[config.mk]
export PLATFORM = sky130hd
export DESIGN_NAME = fpu_req_scheduler_flat
export DESIGN_NICKNAME = d
export VERILOG_FILES = /design/src/rtl/fpu_req_scheduler_if.sv /design/src/rtl/fpu_req_scheduler.sv /design/src/flat_wrapper.sv
export SDC_FILE = /design/constraint.sdc
export NUM_CORES = 1
export LEC_CHECK = 0
export BUFFER_PORTS_ARGS = -buffer_cell sky130_fd_sc_hd__buf_4
export CAP_MARGIN = 5
export CORE_AREA = 2 2 158 160
export CTS_BUF_LIST = sky130_fd_sc_hd__clkbuf_2 sky130_fd_sc_hd__clkbuf_4 sky130_fd_sc_hd__clkbuf_8
export CTS_CLUSTER_DIAMETER = 60
export DETAILED_ROUTE_END_ITERATION = 8
export DIE_AREA = 0 0 160 162
export HOLD_SLACK_MARGIN = 0.1
export PLACE_DENSITY = 0.64
export SLEW_MARGIN = 5
export SYNTH_ARGS = -nofsm -noshare
export SYNTH_HDL_FRONTEND = slang
export SYNTH_SLANG_ARGS = --single-unit
[constraint.sdc]
create_clock -name clock_100Khz -period 4.65 [get_ports clock_100Khz]
set_clock_uncertainty 0.1 [all_clocks]
set_input_delay 0.465 -clock clock_100Khz [delete_from_list [all_inputs] [get_ports clock_100Khz]]
set_output_delay 0.465 -clock clock_100Khz [all_outputs]
set_load 0.005 [all_outputs]
[src/rtl/fpu_req_scheduler_if.sv]
// Requester-side bus of the FPU scheduler.
//   master: client side (drives requests, receives acceptance and response)
//   slave : scheduler side
`timescale 1ns/1ps
interface fpu_req_scheduler_if #(
   parameter int unsigned N_REQ = 4
);
   logic [N_REQ-1:0]    req_valid;
   logic [N_REQ*32-1:0] req_op_a;
   logic [N_REQ*32-1:0] req_op_b;
   logic [N_REQ-1:0]    req_ready;
   logic [N_REQ-1:0]    rsp_valid;
   logic [31:0]         rsp_data;
   logic [3:0]          rsp_status;

   modport master (
      output req_valid, req_op_a, req_op_b,
      input  req_ready, rsp_valid, rsp_data, rsp_status
   );

   modport slave (
      input  req_valid, req_op_a, req_op_b,
      output req_ready, rsp_valid, rsp_data, rsp_status
   );
endinterface

[src/rtl/fpu_req_scheduler.sv]
// Round-robin scheduler sharing one FPU adder among N_REQ requesters.
// Ports:
//   clock_100Khz, reset (async, active-low)
//   bus           : requester handshake (valid/operands in, ready/response out)
//   busy          : high whenever not IDLE
//   fpu_op_a/b    : operands frozen for the whole FPU pass
//   fpu_clear_n   : FPU reset, low for one cycle at each grant and during reset
//   fpu_data_in, fpu_status_in : FPU result, captured at the end of RUN
`timescale 1ns/1ps
module fpu_req_scheduler #(
   parameter int unsigned N_REQ   = 4,
   parameter int unsigned LATENCY = 32,
   parameter int unsigned CNT_W   = 6
) (
   input  logic                 clock_100Khz,
   input  logic                 reset,
   fpu_req_scheduler_if.slave   bus,
   output logic                 busy,
   output logic [31:0]          fpu_op_a,
   output logic [31:0]          fpu_op_b,
   output logic                 fpu_clear_n,
   input  logic [31:0]          fpu_data_in,
   input  logic [3:0]           fpu_status_in
);

   localparam int unsigned IDX_W    = (N_REQ > 1) ? $clog2(N_REQ) : 1;
   localparam logic [3:0]  ST_EXACT = 4'd2;

   typedef enum logic [1:0] {IDLE, GRANT, RUN, RESPOND} state_t;

   state_t             state_q, state_d;
   logic [CNT_W-1:0]   cnt_q, cnt_d;
   logic [IDX_W-1:0]   last_q, last_d;
   logic [N_REQ-1:0]   ready_q, ready_d;
   logic [N_REQ-1:0]   rspv_q, rspv_d;
   logic [31:0]        rsp_data_q, rsp_data_d;
   logic [3:0]         rsp_st_q, rsp_st_d;
   logic [31:0]        op_a_q, op_a_d, op_b_q, op_b_d;
   logic               clear_q, clear_d;
   logic               busy_q, busy_d;

   logic               win_found;
   logic [IDX_W-1:0]   win_idx;
   logic [31:0]        sel_a, sel_b;

   // Round-robin search starting one past the last grant, wrapping at N_REQ.
   always_comb begin : arbiter
      int unsigned idx;
      idx       = 0;
      win_found = 1'b0;
      win_idx   = last_q;
      for (int unsigned k = 1; k <= N_REQ; k++) begin
         idx = (32'(last_q) + k) % N_REQ;
         if (!win_found && bus.req_valid[idx]) begin
            win_found = 1'b1;
            win_idx   = IDX_W'(idx);
         end
      end
   end

   // Operand mux for the winner.
   always_comb begin : op_select
      sel_a = '0;
      sel_b = '0;
      for (int unsigned i = 0; i < N_REQ; i++) begin
         if (IDX_W'(i) == win_idx) begin
            sel_a = bus.req_op_a[32*i +: 32];
            sel_b = bus.req_op_b[32*i +: 32];
         end
      end
   end

   // Next state and next values of all registered outputs.
   always_comb begin : fsm_next
      state_d    = state_q;
      cnt_d      = cnt_q;
      last_d     = last_q;
      ready_d    = '0;
      rspv_d     = '0;
      clear_d    = 1'b0;
      op_a_d     = op_a_q;
      op_b_d     = op_b_q;
      rsp_data_d = rsp_data_q;
      rsp_st_d   = rsp_st_q;
      case (state_q)
         IDLE: begin
            if (win_found) begin
               state_d = GRANT;
               last_d  = win_idx;
               ready_d = N_REQ'(1) << win_idx;
               clear_d = 1'b1;
               op_a_d  = sel_a;
               op_b_d  = sel_b;
               cnt_d   = '0;
            end
         end
         GRANT: begin
            state_d = RUN;
            cnt_d   = '0;
         end
         RUN: begin
            cnt_d = cnt_q + CNT_W'(1);
            if (cnt_q == CNT_W'(LATENCY - 1)) begin
               state_d    = RESPOND;
               // last_q holds the current grant from GRANT onward
               rspv_d     = N_REQ'(1) << last_q;
               rsp_data_d = fpu_data_in;
               rsp_st_d   = fpu_status_in;
            end
         end
         RESPOND: state_d = IDLE;
         default: state_d = IDLE;
      endcase
      busy_d = (state_d != IDLE);
   end

   // State and output registers.
   always_ff @(posedge clock_100Khz or negedge reset) begin
      if (!reset) begin
         state_q    <= IDLE;
         cnt_q      <= '0;
         last_q     <= IDX_W'(N_REQ - 1);
         ready_q    <= '0;
         rspv_q     <= '0;
         rsp_data_q <= '0;
         rsp_st_q   <= ST_EXACT;
         op_a_q     <= '0;
         op_b_q     <= '0;
         clear_q    <= 1'b0;
         busy_q     <= 1'b0;
      end else begin
         state_q    <= state_d;
         cnt_q      <= cnt_d;
         last_q     <= last_d;
         ready_q    <= ready_d;
         rspv_q     <= rspv_d;
         rsp_data_q <= rsp_data_d;
         rsp_st_q   <= rsp_st_d;
         op_a_q     <= op_a_d;
         op_b_q     <= op_b_d;
         clear_q    <= clear_d;
         busy_q     <= busy_d;
      end
   end

   assign bus.req_ready  = ready_q;
   assign bus.rsp_valid  = rspv_q;
   assign bus.rsp_data   = rsp_data_q;
   assign bus.rsp_status = rsp_st_q;
   assign busy           = busy_q;
   assign fpu_op_a       = op_a_q;
   assign fpu_op_b       = op_b_q;
   // clear_q is a flop, so this stays glitch-free
   assign fpu_clear_n    = reset & ~clear_q;

endmodule

[src/flat_wrapper.sv]
// flat-port wrapper written by rule: the top's interface ports become plain ports
module fpu_req_scheduler_flat 
#(
   parameter int unsigned N_REQ   = 4,
   parameter int unsigned LATENCY = 32,
   parameter int unsigned CNT_W   = 6
)
  (clock_100Khz, reset, busy, fpu_op_a, fpu_op_b, fpu_clear_n, fpu_data_in, fpu_status_in, bus_req_valid, bus_req_op_a, bus_req_op_b, bus_req_ready, bus_rsp_valid, bus_rsp_data, bus_rsp_status);
  fpu_req_scheduler_if #(.N_REQ(N_REQ)) bus_i ();
  input  logic clock_100Khz;
  input  logic reset;
  output logic busy;
  output logic [31:0] fpu_op_a;
  output logic [31:0] fpu_op_b;
  output logic fpu_clear_n;
  input  logic [31:0] fpu_data_in;
  input  logic [3:0] fpu_status_in;
  input wire logic [$bits(bus_i.req_valid)-1:0] bus_req_valid;
  input wire logic [$bits(bus_i.req_op_a)-1:0] bus_req_op_a;
  input wire logic [$bits(bus_i.req_op_b)-1:0] bus_req_op_b;
  output wire logic [$bits(bus_i.req_ready)-1:0] bus_req_ready;
  output wire logic [$bits(bus_i.rsp_valid)-1:0] bus_rsp_valid;
  output wire logic [$bits(bus_i.rsp_data)-1:0] bus_rsp_data;
  output wire logic [$bits(bus_i.rsp_status)-1:0] bus_rsp_status;
  assign bus_i.req_valid = bus_req_valid;
  assign bus_i.req_op_a = bus_req_op_a;
  assign bus_i.req_op_b = bus_req_op_b;
  assign bus_req_ready = bus_i.req_ready;
  assign bus_rsp_valid = bus_i.rsp_valid;
  assign bus_rsp_data = bus_i.rsp_data;
  assign bus_rsp_status = bus_i.rsp_status;
  fpu_req_scheduler #(.N_REQ(N_REQ), .LATENCY(LATENCY), .CNT_W(CNT_W)) u_core (.clock_100Khz(clock_100Khz), .reset(reset), .bus(bus_i), .busy(busy), .fpu_op_a(fpu_op_a), .fpu_op_b(fpu_op_b), .fpu_clear_n(fpu_clear_n), .fpu_data_in(fpu_data_in), .fpu_status_in(fpu_status_in));
endmodule
Word level (Yosys, flattened, before mapping)
Cells that the tools add are included.
Widths: inputs -> output; s select.
- register bits after elaboration: 120
- input bits: 298
- logic and storage cells: 80
- add/sub/neg operators: 5
- $lt $le $gt $ge: 4
- eq/ne operators: 8
- shifts and indexed selects: 2
- mux-type cells: 35
- bitwise gates (word level): 2
- reductions and logical operators: 13
- operators by type and width (operator ; count):
    $mux 32 ; 8
    $pmux 6 s3 ; 1
    $mux 4 ; 4
    $lt 2x3->1 const B ; 4
    $mux 2 ; 6
    $mux 1 ; 10
    $bmux 1 s2 ; 4
    $pmux 2 s4 ; 1
    $shl 1x2->4 const A ; 2
    $add 6x1->6 const B ; 1
    $eq 6x5->1 const B ; 1
    $mux 6 ; 1
    $reduce_and 2->1 ; 3
    $add 2x1->2 const B ; 2
    $add 2x2->2 const B ; 2
    $eq 2x2->1 const A ; 2
    $eq 2x2->1 const B ; 2
    $logic_not 2->1 ; 2
    $logic_and 1x1->1 ; 3
    $logic_not 1->1 ; 3
    $reduce_bool 3->1 ; 1
    $eq 1x2->1 const A ; 1
    $eq 2x1->1 const B ; 1
    $ne 2x1->1 const B ; 1
    3 further kinds ; 3

Logic depth before layout (Yosys ltp)
Gate-level depths: netlist of run 1.
- depth after elaboration: 18
- mapped depth: 11
- mapped depth without buffers: 7

Worst setup path before layout of run 1
No wires, ideal clock.
- path kind: register -> register
- start point: register u_core.last_q[0]
- end point: register u_core.op_a_q[30] (netlist: u_core.fpu_op_a[30])
- library setup time: 0.126 ns
- data arrival time: 2.644 ns
- path slack: 1.780 ns
- cell stages (with the launch flop): 11
- buffers on the path: 3
- clock period less this slack: 2.870 ns
- path through: dfstp_2 -> buf_2 -> inv_1 -> ha_1 -> mux2_2 -> o31ai_4 -> buf_6 -> nor2_2 -> buf_6 -> mux2_4 -> a221o_1
- longest elaborated chain between the ends: 18
- elaborated cells between the ends (all ways): 35
- classes of those cells: add/sub (4); eq/ne (3); mux (20); reduce/logical (8)
- RTL lines (item ; line ; text):
    start, declared ; fpu_req_scheduler.sv:33 ; logic [IDX_W-1:0] last_q, last_d;
    start signal, assigned ; fpu_req_scheduler.sv:122 ; last_q <= IDX_W'(N_REQ - 1);
    start signal, assigned ; fpu_req_scheduler.sv:134 ; last_q <= last_d;
    $add 2x1->2 ; fpu_req_scheduler.sv:53 ; idx = (32'(last_q) + k) % N_REQ;
    $bmux 1 s2 ; fpu_req_scheduler.sv:54 ; if (!win_found && bus.req_valid[idx]) begin
    $mux 1 (implied by the code) ; fpu_req_scheduler.sv:54 ;
    $mux 1 ; fpu_req_scheduler.sv:54 ;
    $logic_not 1->1 ; fpu_req_scheduler.sv:54 ;
    $logic_and 1x1->1 ; fpu_req_scheduler.sv:54 ;
    $mux 1 ; fpu_req_scheduler.sv:54 ;
    $logic_not 1->1 ; fpu_req_scheduler.sv:54 ;
    $logic_and 1x1->1 ; fpu_req_scheduler.sv:54 ;
    $mux 1 ; fpu_req_scheduler.sv:54 ;
    $logic_not 1->1 ; fpu_req_scheduler.sv:54 ;
    $logic_and 1x1->1 ; fpu_req_scheduler.sv:54 ;
    $mux 2 ; fpu_req_scheduler.sv:54 ;
    $logic_not 2->1 ; fpu_req_scheduler.sv:66 ; if (IDX_W'(i) == win_idx) begin
    $mux 32 (4 in series) ; fpu_req_scheduler.sv:66 ;
    end signal, assigned ; fpu_req_scheduler.sv:139 ; op_a_q <= op_a_d;
    end, declared ; fpu_req_scheduler.sv:38 ; logic [31:0] op_a_q, op_a_d, op_b_q, op_b_d;
Parallel ways exist; a longest one is shown, timed or not. The select of a mux whose other input is x is not followed.
A chain may end at the register's enable or synchronous reset.

Worst setup path in the final report of run 1
- start point: register u_core.last_q[0]
- end point: register u_core.op_b_q[1] (netlist: u_core.fpu_op_b[1])
- longest elaborated chain between the ends: 18
- elaborated cells between the ends (all ways): 35
- classes of those cells: add/sub (4); eq/ne (3); mux (20); reduce/logical (8)
- RTL lines (item ; line ; text):
    $add 2x1->2 ; fpu_req_scheduler.sv:53 ;
    $bmux 1 s2 ; fpu_req_scheduler.sv:54 ;
    $mux 1 (implied by the code) ; fpu_req_scheduler.sv:54 ;
    $mux 1 ; fpu_req_scheduler.sv:54 ;
    $logic_not 1->1 ; fpu_req_scheduler.sv:54 ;
    $logic_and 1x1->1 ; fpu_req_scheduler.sv:54 ;
    $mux 1 ; fpu_req_scheduler.sv:54 ;
    $logic_not 1->1 ; fpu_req_scheduler.sv:54 ;
    $logic_and 1x1->1 ; fpu_req_scheduler.sv:54 ;
    $mux 1 ; fpu_req_scheduler.sv:54 ;
    $logic_not 1->1 ; fpu_req_scheduler.sv:54 ;
    $logic_and 1x1->1 ; fpu_req_scheduler.sv:54 ;
    $mux 2 ; fpu_req_scheduler.sv:54 ;
    $logic_not 2->1 ; fpu_req_scheduler.sv:66 ;
    $mux 32 (4 in series) ; fpu_req_scheduler.sv:66 ;
    end signal, assigned ; fpu_req_scheduler.sv:140 ; op_b_q <= op_b_d;
    end, declared ; fpu_req_scheduler.sv:38 ;
Parallel ways exist; a longest one is shown, timed or not. The select of a mux whose other input is x is not followed.

==> results of run 1 <==
[power groups by stage]
| stage | logic, mW | registers (mW) | clock network (mW) |
|---|---|---|---|
| after detailed placement | 3.19 | 1.64 | 0 |
| after floorplan | 1.87 | 1.61 | 0 |
| after global routing | 3.45 | 1.66 | 1.07 |
| final | 3.16 | 1.62 | 0.989 |
| after CTS | 3.20 | 1.62 | 1.03 |
| after global placement | 3.14 | 1.63 | 0 |
[cells by family after synthesis]
| kind of cell | share of synthesized area [%] |
|---|---|
| buffers and inverters | 4.42 |
| adders and majority gates | 1.49 |
| AOI/OAI and AO/OA | 21.2 |
| DFF | 44.8 |
| and+or+nand+nor | 10.7 |
| muxes | 17.3 |
[cells in the final DEF, fill, tap and decap left out, types with 2 or more instances in the layout]
cell type,instances
o31ai_1,2
inv_8,5
mux2_4,8
dfrtp_1,117
inv_1,5
mux2i_1,58
nor2_1,13
clkbuf_8,17
ha_1,8
nand3_1,60
or2_2,2
diode_2,2
clkinv_4,3
clkinv_8,2
and2_1,5
a211oi_1,12
buf_12,3
nor2b_1,2
mux2_2,41
o21ai_0,66
inv_6,3
a221o_1,9
buf_4,416
dfstp_2,3
a21o_1,51
a21oi_1,11
and3_1,6
nand2_1,59
o211ai_1,49
[through the flow]
step	setup WS [ns]	total power, mW	hold slack (ns)	instances	instance area [sq um]
global placement	1.26	4.77	0.391	1348	10100
floorplan	1.78	3.48	0.0694	664	6700
global route	0.877	6.19	0.113	1383	10500
detailed placement	1.15	4.83	0.397	1348	10100
CTS	1.16	5.85	0.113	1381	10500
finish	1.11	5.77	0.158	1383	10500
[state kept, by name, indices dropped and copies added, names as in the netlist, 4 cells and up]
signal / flops
u_core.bus.rsp_valid: 4
u_core.bus.req_ready: 4
u_core.fpu_op_a: 32
u_core.cnt_q: 6
u_core.bus.rsp_data: 32
u_core.fpu_op_b: 32
u_core.bus.rsp_status: 4
[critical path, stage by stage (launching register included)]
cell and delay [ns]:
dfstp_2 0.70, inv_1 0.10, ha_1 0.35, mux2_2 0.28, o31a_2 0.80, nand2_1 0.56
a211oi_1 0.40, a211oi_1 0.08
[final cells by class]
cell class,count,area [sq um]
fill,2366,13600
inverter,6,22.5
antenna,2,5.00
tap,324,405
clock inverter,15,179
timing repair buffer,420,3190
multi-input combinational,479,3440
clock buffer,17,234
sequential,120,3010
[final timing paths]
kind                                          from                       to  slack (ns)
min                                 fpu_data_in[7]   u_core.bus.rsp_data[7]        0.16
max reg2reg                       u_core.last_q[0]       u_core.fpu_op_b[1]        1.11
min in group asynchronous                    reset  u_core.bus.rsp_data[13]        0.49
max in group asynchronous                    reset      u_core.fpu_op_a[21]        2.53
max                               u_core.last_q[0]       u_core.fpu_op_b[1]        1.11
min reg2reg                u_core.bus.rsp_data[24]  u_core.bus.rsp_data[24]        0.41
[routing by layer]
layer | global-route usage [%] | part of all wire, % | up-vias
li1 | - | - | 3215
met1 | 24.6 | 41 | 3172
met2 | 33.0 | 49 | 335
met3 | 5.92 | 8.5 | 29
met4 | 6.67 | 1.9 | 0
met5 | 0 | 0 | -
==> run metrics, run 1 <==
CTS H-tree depth=4; post-DR vias/cell=between 4 and 5; max-slew violation count=0; clock network power share=between 10% and 20%; part of the power in registers=roughly 28%; worst-skew pair later-pin latency=between 0.4 and 0.5 ns; vias=6751; Power per Cell Area=approximately 550 nW/um^2; Initial Util=between 20% and 30%; Cell Rows=57; status=finished clean; ys flop type=dfrtp_1; post-synth top area share=between 40% and 50%; I/O Pins=between 400 and 500; die area=around 26000 sq um; Switch Pwr=around 2.5 mW; Synth Warn #=0; first drt pass iteration count=6; P&R area growth vs syn=56.5%; Post-route DRC=0; Leak Pwr=5.10 nW; Fmax=between 200 and 300 MHz; Post-Syn Area per Cell=10.1 sq um; top post-synthesis cells by area=dfrtp_1 44%, mux2i_1 8.7%, mux2_2 6.9%; Synth area leader=dfrtp_1; Mapped Cells=roughly 660; post_cts resized=0; Routability Congestion=approximately 0.81; asr flop ratio synth=100%; mapped cell area=6700 sq um; largest net degree at the start of global routing=70; first-pass GRT wire length=roughly 40 mm; sw frac=42.8%; Overflow after GRT=0; Worst Path Required=approximately 4.8 ns; Hold Fails Final Rpt=0; wire per inst=18.8 microns; CTS root buf=clkbuf_8; post-CTS setup buffer count=0; Post-synth EDFFs=0; Final ANT Viol Nets=0; max_cap viols=0; Netlist cell types=between 40 and 50; Starting DRT DRC Count=398; Hold Crit Class=in2reg; final WL=roughly 26 mm; port bufs=a little over 400; initial antenna violation count=2; hpwl dp=18.9 mm; peak supply drop=0.000286 V; Final Util=about 44%; Rel. slew slack=roughly a third; final setup TNS=0 ns; hold path cells=2; share of cells above drive strength 1=between 40 and 50%; #FFs+latches synth=between 100 and 150; CTS tree=yes; Final Cycle Share=76.1%; core area=~24000 sq um; Post-CTS Hold Buffers=1; most frequent cell after synthesis=dfrtp_1; cts bufs inserted=17; Die H=~160 microns; CTS Buffer Depth=2; commonest cells in the netlist=117 x dfrtp_1, 66 x o21ai_0, 60 x nand3_1, 59 x nand2_1, 58 x mux2i_1; Final #Nets=~1.4k; Crit. End Element=flop; Reg2Reg Depth=7; Worst Path Arrival=roughly 3.7 ns; fin crit period=approximately 3.5 ns; clk sink count=between 100 and 150; kind of critical path=reg2reg; total track usage=around a fifth; Setup-failing EPs final=0; clk slew on worst S/H paths=around 0.090 ns; critical path startpoint category=flop; Worst Max-Slew Pin Slew=approximately 1 ns; Die X=160 microns; post-synthesis net count=970; CP Max Fanout=41; vias in the first global route=just under 7k; internal power=between 3 and 4 mW; unrepaired setup endpoints after global routing=no; Seq/Total Area, Yosys=between 40 and 50%; Gate power share=between 50% and 60%
(Power assumes the default switching activity.)
==> run 2, diff against run 1 <==
--- a/config.mk
+++ b/config.mk
@@ -5,15 +5,16 @@
 export SDC_FILE = /design/constraint.sdc
 export NUM_CORES = 1
 export LEC_CHECK = 0
+export ABC_AREA = 1
 export BUFFER_PORTS_ARGS = -buffer_cell sky130_fd_sc_hd__buf_4
 export CAP_MARGIN = 5
-export CORE_AREA = 2 2 158 160
+export CORE_AREA = 2 2 159 161
 export CTS_BUF_LIST = sky130_fd_sc_hd__clkbuf_2 sky130_fd_sc_hd__clkbuf_4 sky130_fd_sc_hd__clkbuf_8
 export CTS_CLUSTER_DIAMETER = 60
 export DETAILED_ROUTE_END_ITERATION = 8
-export DIE_AREA = 0 0 160 162
+export DIE_AREA = 0 0 161 163
 export HOLD_SLACK_MARGIN = 0.1
-export PLACE_DENSITY = 0.64
+export PLACE_DENSITY = 0.69
 export SLEW_MARGIN = 5
 export SYNTH_ARGS = -nofsm -noshare
 export SYNTH_HDL_FRONTEND = slang
==> constraint.sdc (replaced) <==
create_clock -name clock_100Khz -period 3.1 [get_ports clock_100Khz]
set_clock_uncertainty 0.1 [all_clocks]
set_input_delay 0.31 -clock clock_100Khz [delete_from_list [all_inputs] [get_ports clock_100Khz]]
set_output_delay 0.31 -clock clock_100Khz [all_outputs]
set_load 0.005 [all_outputs]
==> run 2 against run 1 <==
Against the previous run:
- sequential power grew 49%
- largest power group unchanged
- final cell count grew 41%
- final area grew 22%
- non-clock buffer count grew 150
- worst setup slack lost 0.89 ns
==> run metrics, run 2 <==
Routability Congestion=~0.83; status=finished clean; Hold Startpoint=bus_req_op_b[15]; Hold EP=u_core.fpu_op_b[15]; area of the multi-input gates=about 3600 sq um; CTS Buffer Depth=2; Power per Cell Area=around 1100 nW/um^2; Worst Max-Slew Pin Slew=between 0.6 and 0.7 ns; post-synthesis net count=approximately 1.4k; Starting DRT DRC Count=691; Hold Crit Class=in2reg; Post-synth EDFFs=0; Rel. slew slack=between 50% and 60%; internal power=about 6.7 mW; Die X=between 150 and 200 microns; #FFs+latches synth=120; Final ANT Viol Nets=0; Mapped Cells=around 1.1k; Final Cycle Share=between 90% and 100%; CTS tree=yes; most frequent cells in the layout=422 x buf_4, 316 x nand2_1, 220 x nand3_1; first drt pass iteration count=6; Post-Syn Area per Cell=6.98 sq um; vias=around 9.1k; most used cell, CP=nand2_2; fin crit period=2.88 ns; core area=about 25000 sq um; commonest cells in the netlist=318 x nand2_1, 221 x nand3_1, 164 x inv_1, 117 x dfrtp_1, 51 x o21ai_0; Register Area=roughly 3000 sq um; clk slew on worst S/H paths=0.09 ns; Netlist cell types=29; Hold Fails Final Rpt=0; post-synth top area share=38.8%; CP max stage delay=about 0.63 ns; Gate power share=between 70% and 80%; largest net degree at the start of global routing=121; max-slew violation count=0; max_cap viols=0; Overflow after GRT=0; Fmax=roughly 350 MHz; mapped cell area=around 7600 sq um; ys flop type=dfrtp_1; P&R area growth vs syn=69.9%; Setup-failing EPs final=0; most frequent cell after synthesis=nand2_1; post-DR vias/cell=approximately 4.7; Leak Pwr=~7 nW; Worst Path Required=about 3.3 ns; Crit. End Element=flop; Die H=about 160 microns; clock network power share=approximately 11%; vias in the first global route=approximately 9.1k; Switch Pwr=about 7.5 mW; Final #Nets=between 1.5k and 2k; Tot Pwr=approximately 14 mW; hold path cells=5; worst-skew pair later-pin latency=0.44 ns; Cell Chain, Critical Path=inv_2, ha_2, inv_1, nand2_2, nand2_2, inv_2, nand3_2, nand2_2, nand2_8, buf_4, buf_12, o21ai_0, nand3_1, nand2_1, nand2_1; Synth Warn #=0; wire per inst=between 15 and 20 microns; Seq/Total Area, Yosys=roughly two fifths; Reg2Reg Depth=15; CP Max Fanout=49; slowest cell on the critical path=dfstp_2; first-pass GRT wire length=45.9 mm; hpwl dp=20.1 mm; die area=26200 sq um; total track usage=around 22%; peak supply drop=0.000844 V; clk sink count=120; worst r2r src=u_core.last_q[0]; Place WS=roughly 0.11 ns; part of the power in registers=between 10% and 20%; Post-route DRC=0; R2R Setup Slk=between 0.2 and 0.25 ns; CTS root buf=clkbuf_8; fill count=2323; Initial Util=between 30% and 40%; initial antenna violation count=1; critical path startpoint category=flop; FF-to-FF End=u_core.fpu_op_a[8]; commonest non-fill, non-tap cell in the layout=buf_4; cts bufs inserted=17; asr flop ratio synth=100%; sw frac=between 50% and 60%; top post-synthesis cells by area=dfrtp_1 39%, nand2_1 16%, nand3_1 15%; Cell Rows=58; share of cells above drive strength 1=between 30% and 40%; CTS H-tree depth=4; final WL=30.6 mm; kind of critical path=reg2reg; setup slack after layout=roughly 0.22 ns; port bufs=a little over 400; I/O Pins=about 400; Synth area leader=dfrtp_1; Worst Path Arrival=around 3.1 ns
-- run 2: cell count changes after synthesis, sizes merged, moves of 13 or more --
cell    before  now
o211ai      49    0
buf         17   55
nor2        15   41
nand3       60  223
nand2       59  327
inv          5  169
mux2        49   36
mux2i       58    0
clkbuf      42   13
a21o        51    0
-- run 2: layout make-up --
class                           instances  share of cell area [%]
Multi-Input combinational cell        727                    28.1
Antenna cell                            2                  0.0390
Clock inverter                         15                    1.59
Clock buffer                           17                    1.82
Inverter                              169                    4.96
Timing Repair Buffer                  570                    36.9
Sequential cell                       120                    23.4
Tap cell                              330                    3.22
-- run 2: worst max-delay path by stage --
stage	startpoint	endpoint	slack [ns]	cells past startpoint
floorplan	u_core.last_q[0]	u_core.fpu_op_b[27]	0.72	14
finish	u_core.last_q[0]	u_core.fpu_op_a[8]	0.22	15
global route	u_core.last_q[0]	u_core.fpu_op_b[27]	-0.01	15
global placement	u_core.last_q[0]	u_core.fpu_op_b[0]	0.19	15
detailed placement	u_core.last_q[0]	u_core.fpu_op_b[18]	0.11	15
CTS	u_core.last_q[0]	u_core.fpu_op_b[18]	0.09	15
-- run 2: per-stage QoR --
step	TNS [ns]	utilization (%)	std cells	hold WS, ns	instance area [sq um]
floorplan	0	-	1083	-0.0856	7550
global placement	0	44.1	1769	0.363	10900
detailed placement	0	44.1	1769	0.366	10900
CTS	0	51.5	1940	0.100	12700
global route	-0.0260	52.0	1949	0.113	12800
finish	0	52.0	1950	0.136	12800
-- run 2: metal layers --
metal  global-route usage [%]  up-vias  share of wire (%)
li1                         -     4449                  -
met1                     24.7     4154                 39
met2                     39.7      438                 50
met3                     5.09       75                7.0
met4                     10.1        0                4.0
met5                        0        -                  0
-- run 2: timing repair --
item,in CTS,in global routing
hold buffers,139,0
setup endpoints to repair,0,65
resized for setup,0,9
endpoints found under the hold margin,202,0
buffers inserted,0,6
-- run 2: critical path: cells and delay by family (launching register included) --
family	cells	cell delay, ns
compound gates	1	0.16
flops	1	0.63
simple gates	8	0.87
buf+inv	5	0.62
fa+ha+maj	1	0.38
-- run 2: kinds of logic after synthesis --
| group | synth area share, % |
|---|---|
| flops | 39.8 |
| buf+inv | 13.3 |
| mux | 5.37 |
| simple gates | 35.7 |
| xor+xnor | 0.232 |
| fa+ha+maj | 1.32 |
| compound gates | 4.29 |
-- run 2: power groups by stage --
stage | logic (mW) | clock network, mW | registers (mW)
4_1_cts | 9.60 | 1.67 | 2.42
3_3_place_gp | 9.25 | 0 | 2.43
3_5_place_dp | 9.43 | 0 | 2.44
6_report | 10.1 | 1.61 | 2.42
5_1_grt | 11.3 | 1.74 | 2.48
2_1_floorplan | 6.63 | 0 | 2.45
